$ cat src/rtl/hack_loader_pkg.sv
// Shared definitions for the HACK ROM serial loader: frame header, FSM encodings, length check.
// Optional build macro ROM_LOADER_CHECKSUM_EN adds the checksum state ST_CHK.
package hack_loader_pkg;

    localparam logic [7:0] HDR_BYTE   = 8'hA5;
    localparam int         ADDR_W_DEF = 15;

    typedef enum logic [3:0] {
        ST_IDLE,
        ST_LEN_HI,
        ST_LEN_LO,
        ST_DATA_HI,
        ST_DATA_LO,
        ST_WRITE,
`ifdef ROM_LOADER_CHECKSUM_EN
        ST_CHK,
`endif
        ST_DONE,
        ST_ERR
    } loader_state_e;

    typedef enum logic [1:0] {
        RX_IDLE,
        RX_START,
        RX_DATA,
        RX_STOP
    } rx_state_e;

    // A length is usable when it is non-zero and fits the ROM (at most 2^addr_w words).
    function automatic logic len_ok(input logic [15:0] n, input int addr_w);
        return (n != 16'd0) && ({1'b0, n} <= (17'd1 << addr_w));
    endfunction

endpackage

$ cat src/rtl/rom_serial_loader_uart_rx.sv
// 8N1 serial receiver: 2-FF synchroniser, half-bit start confirmation, mid-bit sampling.
// byte_valid / frame_err are single-cycle pulses issued at the stop-bit sample.
module uart_rx
    import hack_loader_pkg::*;
#(
    parameter int CLKS_PER_BIT = 100
) (
    input  logic       clk,
    input  logic       rst_n,
    input  logic       rx,
    output logic [7:0] rx_byte,
    output logic       byte_valid,
    output logic       frame_err
);

    localparam int CW = $clog2(CLKS_PER_BIT);
    localparam logic [CW-1:0] CNT_LAST = CW'(CLKS_PER_BIT - 1);
    localparam logic [CW-1:0] CNT_HALF = CW'(CLKS_PER_BIT / 2 - 1);

    logic            rx_s1_q, rx_s1_d;
    logic            rx_s2_q, rx_s2_d;
    logic            rx_prev_q, rx_prev_d;
    rx_state_e       state_q, state_d;
    logic [CW-1:0]   cnt_q, cnt_d;
    logic [2:0]      bit_q, bit_d;
    logic [7:0]      shift_q, shift_d;

    always_ff @(posedge clk or negedge rst_n) begin
        if (!rst_n) begin
            rx_s1_q   <= 1'b1;
            rx_s2_q   <= 1'b1;
            rx_prev_q <= 1'b1;
            state_q   <= RX_IDLE;
            cnt_q     <= '0;
            bit_q     <= '0;
            shift_q   <= '0;
        end else begin
            rx_s1_q   <= rx_s1_d;
            rx_s2_q   <= rx_s2_d;
            rx_prev_q <= rx_prev_d;
            state_q   <= state_d;
            cnt_q     <= cnt_d;
            bit_q     <= bit_d;
            shift_q   <= shift_d;
        end
    end

    always_comb begin
        rx_s1_d    = rx;
        rx_s2_d    = rx_s1_q;
        rx_prev_d  = rx_s2_q;
        state_d    = state_q;
        cnt_d      = cnt_q;
        bit_d      = bit_q;
        shift_d    = shift_q;
        byte_valid = 1'b0;
        frame_err  = 1'b0;
        unique case (state_q)
            RX_IDLE: begin
                if (rx_prev_q && !rx_s2_q) begin
                    state_d = RX_START;
                    cnt_d   = '0;
                end
            end
            RX_START: begin
                // A glitch shorter than half a bit falls back to idle.
                if (cnt_q == CNT_HALF) begin
                    cnt_d   = '0;
                    bit_d   = '0;
                    state_d = rx_s2_q ? RX_IDLE : RX_DATA;
                end else begin
                    cnt_d = cnt_q + 1'b1;
                end
            end
            RX_DATA: begin
                if (cnt_q == CNT_LAST) begin
                    cnt_d   = '0;
                    shift_d = {rx_s2_q, shift_q[7:1]};
                    bit_d   = bit_q + 1'b1;
                    if (bit_q == 3'd7) state_d = RX_STOP;
                end else begin
                    cnt_d = cnt_q + 1'b1;
                end
            end
            RX_STOP: begin
                if (cnt_q == CNT_LAST) begin
                    cnt_d      = '0;
                    state_d    = RX_IDLE;
                    byte_valid = rx_s2_q;
                    frame_err  = !rx_s2_q;
                end else begin
                    cnt_d = cnt_q + 1'b1;
                end
            end
            default: state_d = RX_IDLE;
        endcase
    end

    assign rx_byte = shift_q;

endmodule

$ cat src/rtl/rom_serial_loader.sv
// Loads a HACK program image received over the AVR serial line into instruction ROM.
// Define ROM_LOADER_CHECKSUM_EN to require a trailing 8-bit sum byte after the last word.
module rom_serial_loader
    import hack_loader_pkg::*;
#(
    parameter int CLK_HZ      = 50_000_000,
    parameter int BAUD        = 500_000,
    parameter int ADDR_W      = ADDR_W_DEF,
    parameter int TIMEOUT_CYC = 5_000_000
) (
    input  logic              clk,
    input  logic              rst_n,
    input  logic              rx,
    output logic              rom_load,
    output logic [ADDR_W-1:0] rom_addr,
    output logic [15:0]       rom_data,
    output logic              rom_we,
    output logic              done,
    output logic              err,
    output logic [ADDR_W:0]   words_rx
);

    localparam int CLKS_PER_BIT = CLK_HZ / BAUD;
    localparam int TW = $clog2(TIMEOUT_CYC + 1);
    localparam logic [TW-1:0] TO_LAST = TW'(TIMEOUT_CYC - 1);

    logic [7:0] rx_byte;
    logic       byte_valid;
    logic       frame_err;

    uart_rx #(.CLKS_PER_BIT(CLKS_PER_BIT)) u_uart_rx (
        .clk        (clk),
        .rst_n      (rst_n),
        .rx         (rx),
        .rx_byte    (rx_byte),
        .byte_valid (byte_valid),
        .frame_err  (frame_err)
    );

    loader_state_e     state_q, state_d;
    logic              rom_load_q, rom_load_d;
    logic [ADDR_W-1:0] rom_addr_q, rom_addr_d;
    logic [15:0]       rom_data_q, rom_data_d;
    logic              done_q, done_d;
    logic              err_q, err_d;
    logic [ADDR_W:0]   words_q, words_d;
    logic [15:0]       len_q, len_d;
    logic [7:0]        hi_q, hi_d;
    logic [TW-1:0]     timer_q, timer_d;
    logic              last_word;
`ifdef ROM_LOADER_CHECKSUM_EN
    logic [7:0]        ck_q, ck_d;
`endif

    always_ff @(posedge clk or negedge rst_n) begin
        if (!rst_n) begin
            state_q    <= ST_IDLE;
            rom_load_q <= 1'b0;
            rom_addr_q <= '0;
            rom_data_q <= '0;
            done_q     <= 1'b0;
            err_q      <= 1'b0;
            words_q    <= '0;
            len_q      <= '0;
            hi_q       <= '0;
            timer_q    <= '0;
`ifdef ROM_LOADER_CHECKSUM_EN
            ck_q       <= '0;
`endif
        end else begin
            state_q    <= state_d;
            rom_load_q <= rom_load_d;
            rom_addr_q <= rom_addr_d;
            rom_data_q <= rom_data_d;
            done_q     <= done_d;
            err_q      <= err_d;
            words_q    <= words_d;
            len_q      <= len_d;
            hi_q       <= hi_d;
            timer_q    <= timer_d;
`ifdef ROM_LOADER_CHECKSUM_EN
            ck_q       <= ck_d;
`endif
        end
    end

    assign last_word = (17'(words_q) + 17'd1) == {1'b0, len_q};

    always_comb begin
        state_d    = state_q;
        rom_load_d = rom_load_q;
        rom_addr_d = rom_addr_q;
        rom_data_d = rom_data_q;
        done_d     = done_q;
        err_d      = err_q;
        words_d    = words_q;
        len_d      = len_q;
        hi_d       = hi_q;
        // Inter-byte idle time, only meaningful while a frame is open.
        timer_d    = (byte_valid || !rom_load_q) ? '0 : timer_q + 1'b1;
`ifdef ROM_LOADER_CHECKSUM_EN
        ck_d       = ck_q;
`endif
        unique case (state_q)
            ST_IDLE: begin
                if (byte_valid && rx_byte == HDR_BYTE) begin
                    done_d     = 1'b0;
                    err_d      = 1'b0;
                    words_d    = '0;
                    rom_addr_d = '0;
                    rom_load_d = 1'b1;
                    state_d    = ST_LEN_HI;
                end
            end
            ST_LEN_HI: begin
                if (byte_valid) begin
                    hi_d    = rx_byte;
                    state_d = ST_LEN_LO;
`ifdef ROM_LOADER_CHECKSUM_EN
                    ck_d    = rx_byte;
`endif
                end
            end
            ST_LEN_LO: begin
                if (byte_valid) begin
                    len_d   = {hi_q, rx_byte};
                    state_d = len_ok({hi_q, rx_byte}, ADDR_W) ? ST_DATA_HI : ST_ERR;
`ifdef ROM_LOADER_CHECKSUM_EN
                    ck_d    = ck_q + rx_byte;
`endif
                end
            end
            ST_DATA_HI: begin
                if (byte_valid) begin
                    hi_d    = rx_byte;
                    state_d = ST_DATA_LO;
`ifdef ROM_LOADER_CHECKSUM_EN
                    ck_d    = ck_q + rx_byte;
`endif
                end
            end
            ST_DATA_LO: begin
                if (byte_valid) begin
                    rom_data_d = {hi_q, rx_byte};
                    state_d    = ST_WRITE;
`ifdef ROM_LOADER_CHECKSUM_EN
                    ck_d       = ck_q + rx_byte;
`endif
                end
            end
            ST_WRITE: begin
                words_d = words_q + 1'b1;
                // A full 2^ADDR_W image leaves the address parked on the top word instead of wrapping.
                if (rom_addr_q != '1) rom_addr_d = rom_addr_q + 1'b1;
                if (last_word) begin
`ifdef ROM_LOADER_CHECKSUM_EN
                    state_d = ST_CHK;
`else
                    state_d = ST_DONE;
`endif
                end else begin
                    state_d = ST_DATA_HI;
                end
            end
`ifdef ROM_LOADER_CHECKSUM_EN
            ST_CHK: begin
                if (byte_valid) state_d = (rx_byte == ck_q) ? ST_DONE : ST_ERR;
            end
`endif
            ST_DONE: begin
                done_d     = 1'b1;
                rom_load_d = 1'b0;
                state_d    = ST_IDLE;
            end
            ST_ERR: begin
                err_d      = 1'b1;
                rom_load_d = 1'b0;
                state_d    = ST_IDLE;
            end
            default: state_d = ST_IDLE;
        endcase
        if (rom_load_q && state_q != ST_DONE && state_q != ST_ERR &&
            (frame_err || (timer_q == TO_LAST && !byte_valid))) begin
            state_d = ST_ERR;
        end
    end

    assign rom_load = rom_load_q;
    assign rom_addr = rom_addr_q;
    assign rom_data = rom_data_q;
    assign rom_we   = (state_q == ST_WRITE);
    assign done     = done_q;
    assign err      = err_q;
    assign words_rx = words_q;

endmodule

$ cat config.mk
export PLATFORM = sky130hd
export DESIGN_NAME = rom_serial_loader
export DESIGN_NICKNAME = d
export VERILOG_FILES = /design/src/rtl/hack_loader_pkg.sv /design/src/rtl/rom_serial_loader_uart_rx.sv /design/src/rtl/rom_serial_loader.sv
export SDC_FILE = /design/constraint.sdc
export NUM_CORES = 1
export LEC_CHECK = 0
export CORE_AREA = 2 2 95 119
export CTS_CLUSTER_DIAMETER = 30
export DETAILED_ROUTE_END_ITERATION = 10
export DIE_AREA = 0 0 97 121
export PLACE_DENSITY = 0.86
export REMOVE_ABC_BUFFERS = 1
export SETUP_SLACK_MARGIN = 0.05
export SLEW_MARGIN = 20
export SYNTH_ARGS = -nofsm -noshare
export SYNTH_HDL_FRONTEND = slang
export SYNTH_SLANG_ARGS = --single-unit
export TNS_END_PERCENT = 5
$ cat constraint.sdc
create_clock -name clk -period 5.2 [get_ports clk]
set_clock_uncertainty 0.1 [all_clocks]
set_input_delay 0.78 -clock clk [delete_from_list [all_inputs] [get_ports clk]]
set_output_delay 0.78 -clock clk [all_outputs]
set_load 0.1 [all_outputs]
=== Yosys cells after proc, flatten, opt, wreduce, memory -nomap -nowiden ===
Cells that the tools add are included.

* Register bits after elaboration: 124
* Bits of input ports: 3
* Output and inout bits: 51
* Logic and storage cells: 128

* Add/sub/neg operators: 6
* Order comparisons: 1
* Equality and inequality tests: 31
* Muxes and demuxes: 38
* Reductions and logical operators: 35

{| class="wikitable"
|+ Operators with widths
! kind !! number
|-
| $pmux 16 s2 || 1
|-
| $mux 15 || 2
|-
| $pmux 15 s2 || 1
|-
| $mux 4 || 6
|-
| $pmux 4 s6 || 1
|-
| $add 23x1->23 const B || 1
|-
| $eq 23x23->1 const B || 1
|-
| $mux 23 || 1
|-
| $mux 7 || 3
|-
| $pmux 7 s3 || 1
|-
| $add 16x1->17 const B || 1
|-
| $eq 17x16->1 || 1
|-
| $add 16x1->16 const B || 1
|-
| $eq 4x3->1 const B || 4
|-
| $le 16x16->1 const B || 1
|-
| $mux 16 || 1
|-
| $reduce_and 2->1 || 8
|-
| $reduce_bool 16->1 || 1
|-
| $add 15x1->15 const B || 1
|-
| $ne 15x15->1 const B || 1
|-
| $ne 3x3->1 const B || 5
|-
| $mux 2 || 6
|-
| $mux 3 || 4
|-
| $ne 2x1->1 const B || 6
|-
| 25 further kinds || 52
|}

=== Longest topological paths before layout ===
Gate-level depths: netlist (run 1).

* Depth after elaboration: 9
* Mapped depth: 9
* Depth with buffers taken out: 8

=== By module ===
A second synthesis (run 1) with hierarchy kept.

* Cell total of the unflattened synthesis: 584
* Area, all modules: 6122.1 um^2

{| class="wikitable"
|+ By module, submodules not included
! module !! times used !! cells each !! area each (um^2) !! sequential area each (um^2)
|-
| rom_serial_loader || 1 || 484 || 4973.5 || 2502.4
|-
| uart_rx || 1 || 100 || 1148.6 || 579.3
|}

=== Worst setup path after synthesis (run 1) ===
No wires, ideal clock.

* Path type: register to register
* Start point: reg words_q[0] (netlist: words_rx[0])
* End point: reg state_q[0]
* Setup time: 133 ps
* Data arrival time: 3030 ps
* Required time: 4967 ps
* Setup slack: 1938 ps
* Cell stages (with the launch flop): 9
* Buffers on the path: 1
* Period minus slack after synthesis: 3262 ps
* Cell sequence: dfrtp_1 -> ha_1 -> and4_4 -> buf_6 -> a21oi_1 -> or4_1 -> a2111o_1 -> nor4b_2 -> a21oi_1

* Word-level cells in the longest chain between the ends: 5

{| class="wikitable"
|+ Ends and longest elaborated chain
! item !! RTL line !! RTL
|-
| start, declared || rom_serial_loader.sv:46 || <nowiki>logic [ADDR_W:0] words_q, words_d;</nowiki>
|-
| start signal, assigned || rom_serial_loader.sv:77 || <nowiki>words_q <= words_d;</nowiki>
|-
| $add 16x1->17 || rom_serial_loader.sv:87 || <nowiki>assign last_word = (17'(words_q) + 17'd1) == {1'b0, len_q};</nowiki>
|-
| $eq 17x16->1 || rom_serial_loader.sv:87 ||
|-
| $mux 3 || rom_serial_loader.sv:155 || <nowiki>if (last_word) begin</nowiki>
|-
| $pmux 4 s6 || rom_serial_loader.sv:104 || <nowiki>unique case (state_q)</nowiki>
|-
| $mux 4 || rom_serial_loader.sv:182 || <nowiki>if (rom_load_q && state_q != ST_DONE && state_q != ST_ERR &&</nowiki>
|-
| end signal, assigned || rom_serial_loader.sv:71 || <nowiki>state_q <= state_d;</nowiki>
|-
| end, declared || rom_serial_loader.sv:40 || <nowiki>loader_state_e state_q, state_d;</nowiki>
|}

No other way between the ends.
A chain may end at the register's enable or synchronous reset.

=== Worst setup path in the final report (run 1) ===
* Start point: reg state_q[2]
* End point: out rom_we

* Word-level cells in the longest chain between the ends: 1

{| class="wikitable"
|+ Ends and longest elaborated chain
! item !! RTL line !! RTL
|-
| $eq 4x3->1 || rom_serial_loader.sv:191 || <nowiki>assign rom_we = (state_q == ST_WRITE);</nowiki>
|-
| end, declared || rom_serial_loader.sv:17 || <nowiki>output logic rom_we,</nowiki>
|}

No other way between the ends.

==> impl_metrics.tcl, run 1 <==
set metrics [dict create \
    async_flop_share_pct 100.0 \
    syn-cell-area_sq_um 6233 \
    dieHeight_um 121 \
    synth_xor_area_share_pct 6.463 \
    cts_made_buffers 17 \
    antenna_found_initial 0 \
    grtUsageTotal_pct 25.36 \
    min_path_type "flop to flop" \
    grt_first_pass_wirelength_um 23980 \
    hold_buffers 0 \
    synth-seq-cells 123 \
    synth-simple-area-share_pct 19.97 \
    nets 677 \
    syn_area_per_cell_sq_um 10.15 \
    final-setup-viol-count 0 \
    die_w_um 97 \
    swShare_pct 23.14 \
    reg2regPathDepth 7 \
    ios 54 \
    ant_nets 0 \
    timing.max_cap.violations 0 \
    layout.cells.non_filler 808 \
    relSlewSlack_pct 29.33 \
    synth_top_family_by_area "simple AND/OR/NAND/NOR gates" \
    fin_crit_ns 3.742 \
    synth-main-ff-cell "dfrtp_1" \
    pre_cts_slack_ns 1.930 \
    p_sw_mw 0.5671 \
    drc 0 \
    critPathKind "flop to primary output" \
    critical_path_required_ns 4.32 \
    clkTransAtPathRegs_ns 0.06 \
    endpoint_kind "primary output" \
    ys_seq_area_share_pct 49.44 \
    synth_warnings 0 \
    h-tree-depth 4 \
    die_area_sq_um 11740 \
    crit_fanout 21 \
    core-area_sq_um 10560 \
    hp-start "u_uart_rx.rx_s1_q" \
    synth_cells 614 \
    p_comb_share_pct 7.8 \
    cts_tree "done" \
    hold_viol 0 \
    syn_to_final_growth_pct 19.99 \
    rows 42 \
    p_per_area_nw_per_um2 327.7 \
    grt_max_degree 80 \
    dp_cells 776 \
    grt-ovfl-total 0 \
    clkSinkCount 123 \
    rsz0062_at_grt "false" \
    synth_cell_types 62 \
    r2r-start "u_uart_rx.cnt_q[0]" \
    drt_iter0_drc 456 \
    r2r_slack_ns 2.28 \
    place_congestion 0.8934 \
    max_freq_ghz 0.2673 \
    grt_pass1_vias 4938 \
    finalCritPeriodShare_pct 71.95 \
    port_buffers 53 \
    diodes 0 \
    dp_hpwl_um 9421 \
    clk_path_buf_depth 2 \
    clockPowerShare_pct 51.5 \
    post_dp_cell_area_sq_um 6838 \
    synth_mux_area_share_pct 7.929 \
    cts_resized 0 \
    setup_tns_ns 0 \
    vias_per_cell 6.249 \
    worstMarginPinSlew_ns 1.054 \
    arrival_ns 2.86 \
    start_util_pct 59.01 \
    final_area_sq_um 7480 \
    leakage_nw 3.287 \
    hold_depth 0 \
    cp-start-kind "flop" \
    whs_endpoint "u_uart_rx.rx_prev_d" \
    finalWorstSetupSlack_ns 1.458 \
    status "finished, final reports clean" \
    pwr-share-seq_pct 40.7 \
    wire_per_inst_um 17.74 \
    timing.rr.end "rom_addr[11]" \
    synth_edf_count 0 \
    synthAdderAreaFrac_pct 2.208 \
    drv_slew 0 \
    synth_compound_area_share_pct 10.88 \
    p_int_mw 1.884 \
    drt_wl_total_um 14340 \
    num_vias 5049 \
    ir_drop_v 0.0002255 \
    drive_above_1_share_pct 13.02 \
    final_core_util_pct 70.81 \
    clk_latency_ns 0.41 \
    firstDrtPassIters 5 \
    cts-root-buf "clkbuf_16" \
    post_cts_buffers 0 \
]
==> metal layers <==
metal / wire (um) / GRT usage, % / vias to the layer above
met5: 0 / 0 / -
met4: 267 / 9.507 / 0
met3: 655 / 6.106 / 29
met2: 7450 / 42.71 / 170
met1: 5962 / 31.96 / 2535
li1: - / - / 2315
==> power groups by stage <==
stage	registers (mW)	logic, mW	clock network, mW
final	0.999	0.191	1.26
after detailed placement	1.01	0.186	0
after CTS	0.998	0.188	1.27
after floorplan	1.01	0.129	0
after global placement	1.01	0.172	0
after global routing	1.00	0.220	1.32
==> area by class of cell <==
type | count | area, sq um
clock inverters | 10 | 162.7
inverters | 17 | 63.81
clock buffers | 22 | 474.2
flip-flops and latches | 123 | 3082
multi-input cells | 447 | 2974
well taps | 132 | 165.2
repair buffers | 57 | 558.0
fillers | 693 | 3083
==> stage by stage <==
stage,power (mW),hold slack (ns)
2_1_floorplan,1.139,0.2452
3_3_place_gp,1.184,0.2460
3_5_place_dp,1.201,0.2569
4_1_cts,2.459,0.2614
5_1_grt,2.543,0.2593
6_report,2.451,0.2606
==> critical path, cell delays in order, from the launching register on <==
cell	delay, ns
dfrtp_1	0.57
nand2_1	0.13
or2_2	0.48
clkinv_1	0.13
clkdlybuf4s50_1	1.13
==> worst max path at each step <==
stage                                  start         to
final                             state_q[2]     rom_we
after global routing              state_q[2]     rom_we
after CTS                         state_q[2]     rom_we
after detailed placement          state_q[2]     rom_we
after global placement            state_q[2]     rom_we
after floorplan           u_uart_rx.cnt_q[0]  len_q[15]
==> cell usage in the layout, fill, tap and decap left out, types with 5 or more instances in the layout <==
cell type,count
buf_4,5
xor2_1,27
nand2_1,54
or3_1,9
o31ai_1,7
clkbuf_16,17
and4_1,9
dfrtp_1,120
a21oi_1,20
and2_1,5
clkdlybuf4s50_1,52
mux2_2,38
ha_1,11
inv_1,16
nor3_1,8
nand3_1,29
mux2_1,5
nand4_1,18
xnor2_1,19
and3_1,16
nor4_1,9
o21ai_0,49
nor2_1,56
==> Yosys cell counts, types with 8 or more instances <==
cell type	number	area, sq um
a21oi_1	20	100.1
and3_1	16	100.1
and4_1	9	78.83
buf_2	8	40.04
clkbuf_1	14	52.55
dfrtp_1	120	3003
ha_1	11	137.6
inv_1	16	60.06
mux2_2	38	427.9
nand2_1	54	202.7
nand3_1	29	145.1
nand4_1	18	112.6
nor2_1	56	210.2
nor3_1	9	45.04
nor4_1	9	56.30
o21ai_0	49	245.2
o31ai_1	8	60.06
or3_1	9	56.30
xnor2_1	19	166.4
xor2_1	27	236.5
==> kinds of logic after synthesis <==
group,after synthesis
adder cells (fa/ha/maj),11
AND/OR/NAND/NOR,237
buffers and inverters,44
AO/OA/AOI/OAI,109
flip-flops,123
multiplexers,44
XOR/XNOR,46
==> state kept, by name (all words and copies together) (netlist names), named ones only <==
name / flops
rom_load: 1
len_q: 16
u_uart_rx.state_q: 1
u_uart_rx.bit_q: 3
u_uart_rx.rx_byte: 8
u_uart_rx.rx_prev_q: 1
rom_data: 16
err: 1
u_uart_rx.rx_s1_q: 1
hi_q: 8
u_uart_rx.rx_prev_d: 1
state_q: 3
u_uart_rx.cnt_q: 7
timer_q: 23
rom_addr: 15
done: 1
words_rx: 16
No activity file was read; power rests on OpenSTA's default activity.
==> run 2, diff against run 1 <==
- CORE_AREA: 2 2 95 119 -> 2 2 96 121
- DIE_AREA: 0 0 97 121 -> 0 0 98 123
- PLACE_DENSITY: 0.86 -> 0.84
- clock period: 5.2 -> 3.9 ns (I/O delays scaled with it)
==> run 2 against run 1 <==
Net effect: hold slack lost 0.10 ns; via count grew 0.24%; flip-flop and latch count is the same; combinational power grew 38%; register-to-register slack lost 1.3 ns; non-clock buffer count grew 1; critical path depth grew 1; critical path type unchanged; critical endpoint unchanged.
==> impl_metrics.tcl, run 2 (synthesis gave the netlist of run 1 again) <==
set metrics [dict create \
    finalCritPeriodShare_pct 77.56 \
    core-area_sq_um 10920 \
    status "finished, final reports clean" \
    drt_wl_total_um 14520 \
    antenna_found_initial 0 \
    largest-register "timer_q" \
    hold_buffers 0 \
    worstMarginPinSlew_ns 1.026 \
    r2r_slack_ns 1.01 \
    grtUsageTotal_pct 25.36 \
    nets 678 \
    largest_reg_flops 23 \
    arrival_ns 2.34 \
    start_util_pct 57.07 \
    ir_drop_v 0.0003418 \
    clk_latency_ns 0.41 \
    finalPower_mw 3.216 \
    drv_slew 0 \
    ios 54 \
    drt_iter0_drc 336 \
    endpoint_kind "primary output" \
    critical_path_required_ns 3.21 \
    die_w_um 98 \
    max_freq_ghz 0.3306 \
    fin_crit_ns 3.025 \
    place_congestion 0.8622 \
    diodes 0 \
    crit_fanout 21 \
    final_cell_mix "dfrtp_1, nor2_1, nand2_1" \
    vias_per_cell 6.233 \
    cts_resized 0 \
    final_core_util_pct 68.37 \
    r2r-start "u_uart_rx.cnt_q[0]" \
    drive_above_1_share_pct 13.29 \
    firstDrtPassIters 5 \
    drc 0 \
    port_buffers 53 \
    whs_ns 0.1564 \
    wire_per_inst_um 17.88 \
    dp_hpwl_um 9556 \
    dieHeight_um 123 \
    min_path_type "primary input to async pin" \
    ant_nets 0 \
    setup_tns_ns 0 \
    p_per_area_nw_per_um2 430.6 \
    clkTransAtPathRegs_ns 0.06 \
    clkSinkCount 123 \
    fillCellCount 772 \
    rsz0062_at_grt "false" \
    grt_max_degree 64 \
    grt_first_pass_wirelength_um 24750 \
    syn_to_final_growth_pct 19.79 \
    grt-ovfl-total 0 \
    clk_path_buf_depth 2 \
    critPathKind "flop to primary output" \
    cp-start-kind "flop" \
    layout_commonest_cell "dfrtp_1" \
    cts_tree "done" \
    rows 43 \
    die_area_sq_um 12050 \
    post_cts_buffers 0 \
    final-setup-viol-count 0 \
    h-tree-depth 4 \
    startpoint "state_q[2]" \
    cts-root-buf "clkbuf_16" \
    hold_viol 0 \
    grt_pass1_vias 5025 \
    timing.max_cap.violations 0 \
    relSlewSlack_pct 31.21 \
    cts_made_buffers 17 \
    num_vias 5061 \
    leakage_nw 3.290 \
]
==> run 2: area by class of cell <==
class	instances	area, sq um	area share (%)
Multi-Input combinational cell	447	2969	39.76
Sequential cell	123	3082	41.27
Clock buffer	19	442.9	5.932
Clock inverter	13	165.2	2.212
Inverter	17	63.81	0.8546
Tap cell	135	168.9	2.262
Timing Repair Buffer	58	575.6	7.708
==> run 2: power breakdown <==
group / switching [mW] / total [mW] / internal, mW
clock: 0.595 / 1.62 / 1.03
combinational: 0.167 / 0.263 / 0.0955
sequential: 0.0277 / 1.33 / 1.30
total: 0.790 / 3.22 / 2.43
==> run 2: per-layer routing <==
metal,wire length (um),up-vias,part of all wire (%),GRT usage (%)
met5,0,-,0,0
met4,425,0,2.9,10.33
met3,670,44,4.6,5.314
met2,7544,191,52,43.71
met1,5880,2514,40,31.33
li1,-,2312,-,-
==> run 2: path summary, 6_finish.rpt <==
path	to	cells after the start
worst max-delay path	rom_we	5
worst min-delay path	words_rx[9]	1
worst max register to register	rom_addr[3]	7
worst min register to register	u_uart_rx.rx_prev_d	0
max in group asynchronous	u_uart_rx.rx_s1_q	2
min in group clk	u_uart_rx.rx_prev_d	0
==> run 2: worst max-delay path, stage by stage, from the launching register on <==
cell	delay, ns
dfrtp_1	0.59
nand2_1	0.12
or2_2	0.48
clkinv_1	0.18
buf_4	0.24
buf_4	0.32
==> run 2: through the flow <==
stage | std cells | cell area, sq um | worst slack, ns
final | 812 | 7467 | 0.8751
after global routing | 812 | 7467 | 0.7462
after CTS | 812 | 7467 | 0.8778
after floorplan | 587 | 6103 | 0.1992
after detailed placement | 780 | 6859 | 1.138
after global placement | 780 | 6859 | 1.239
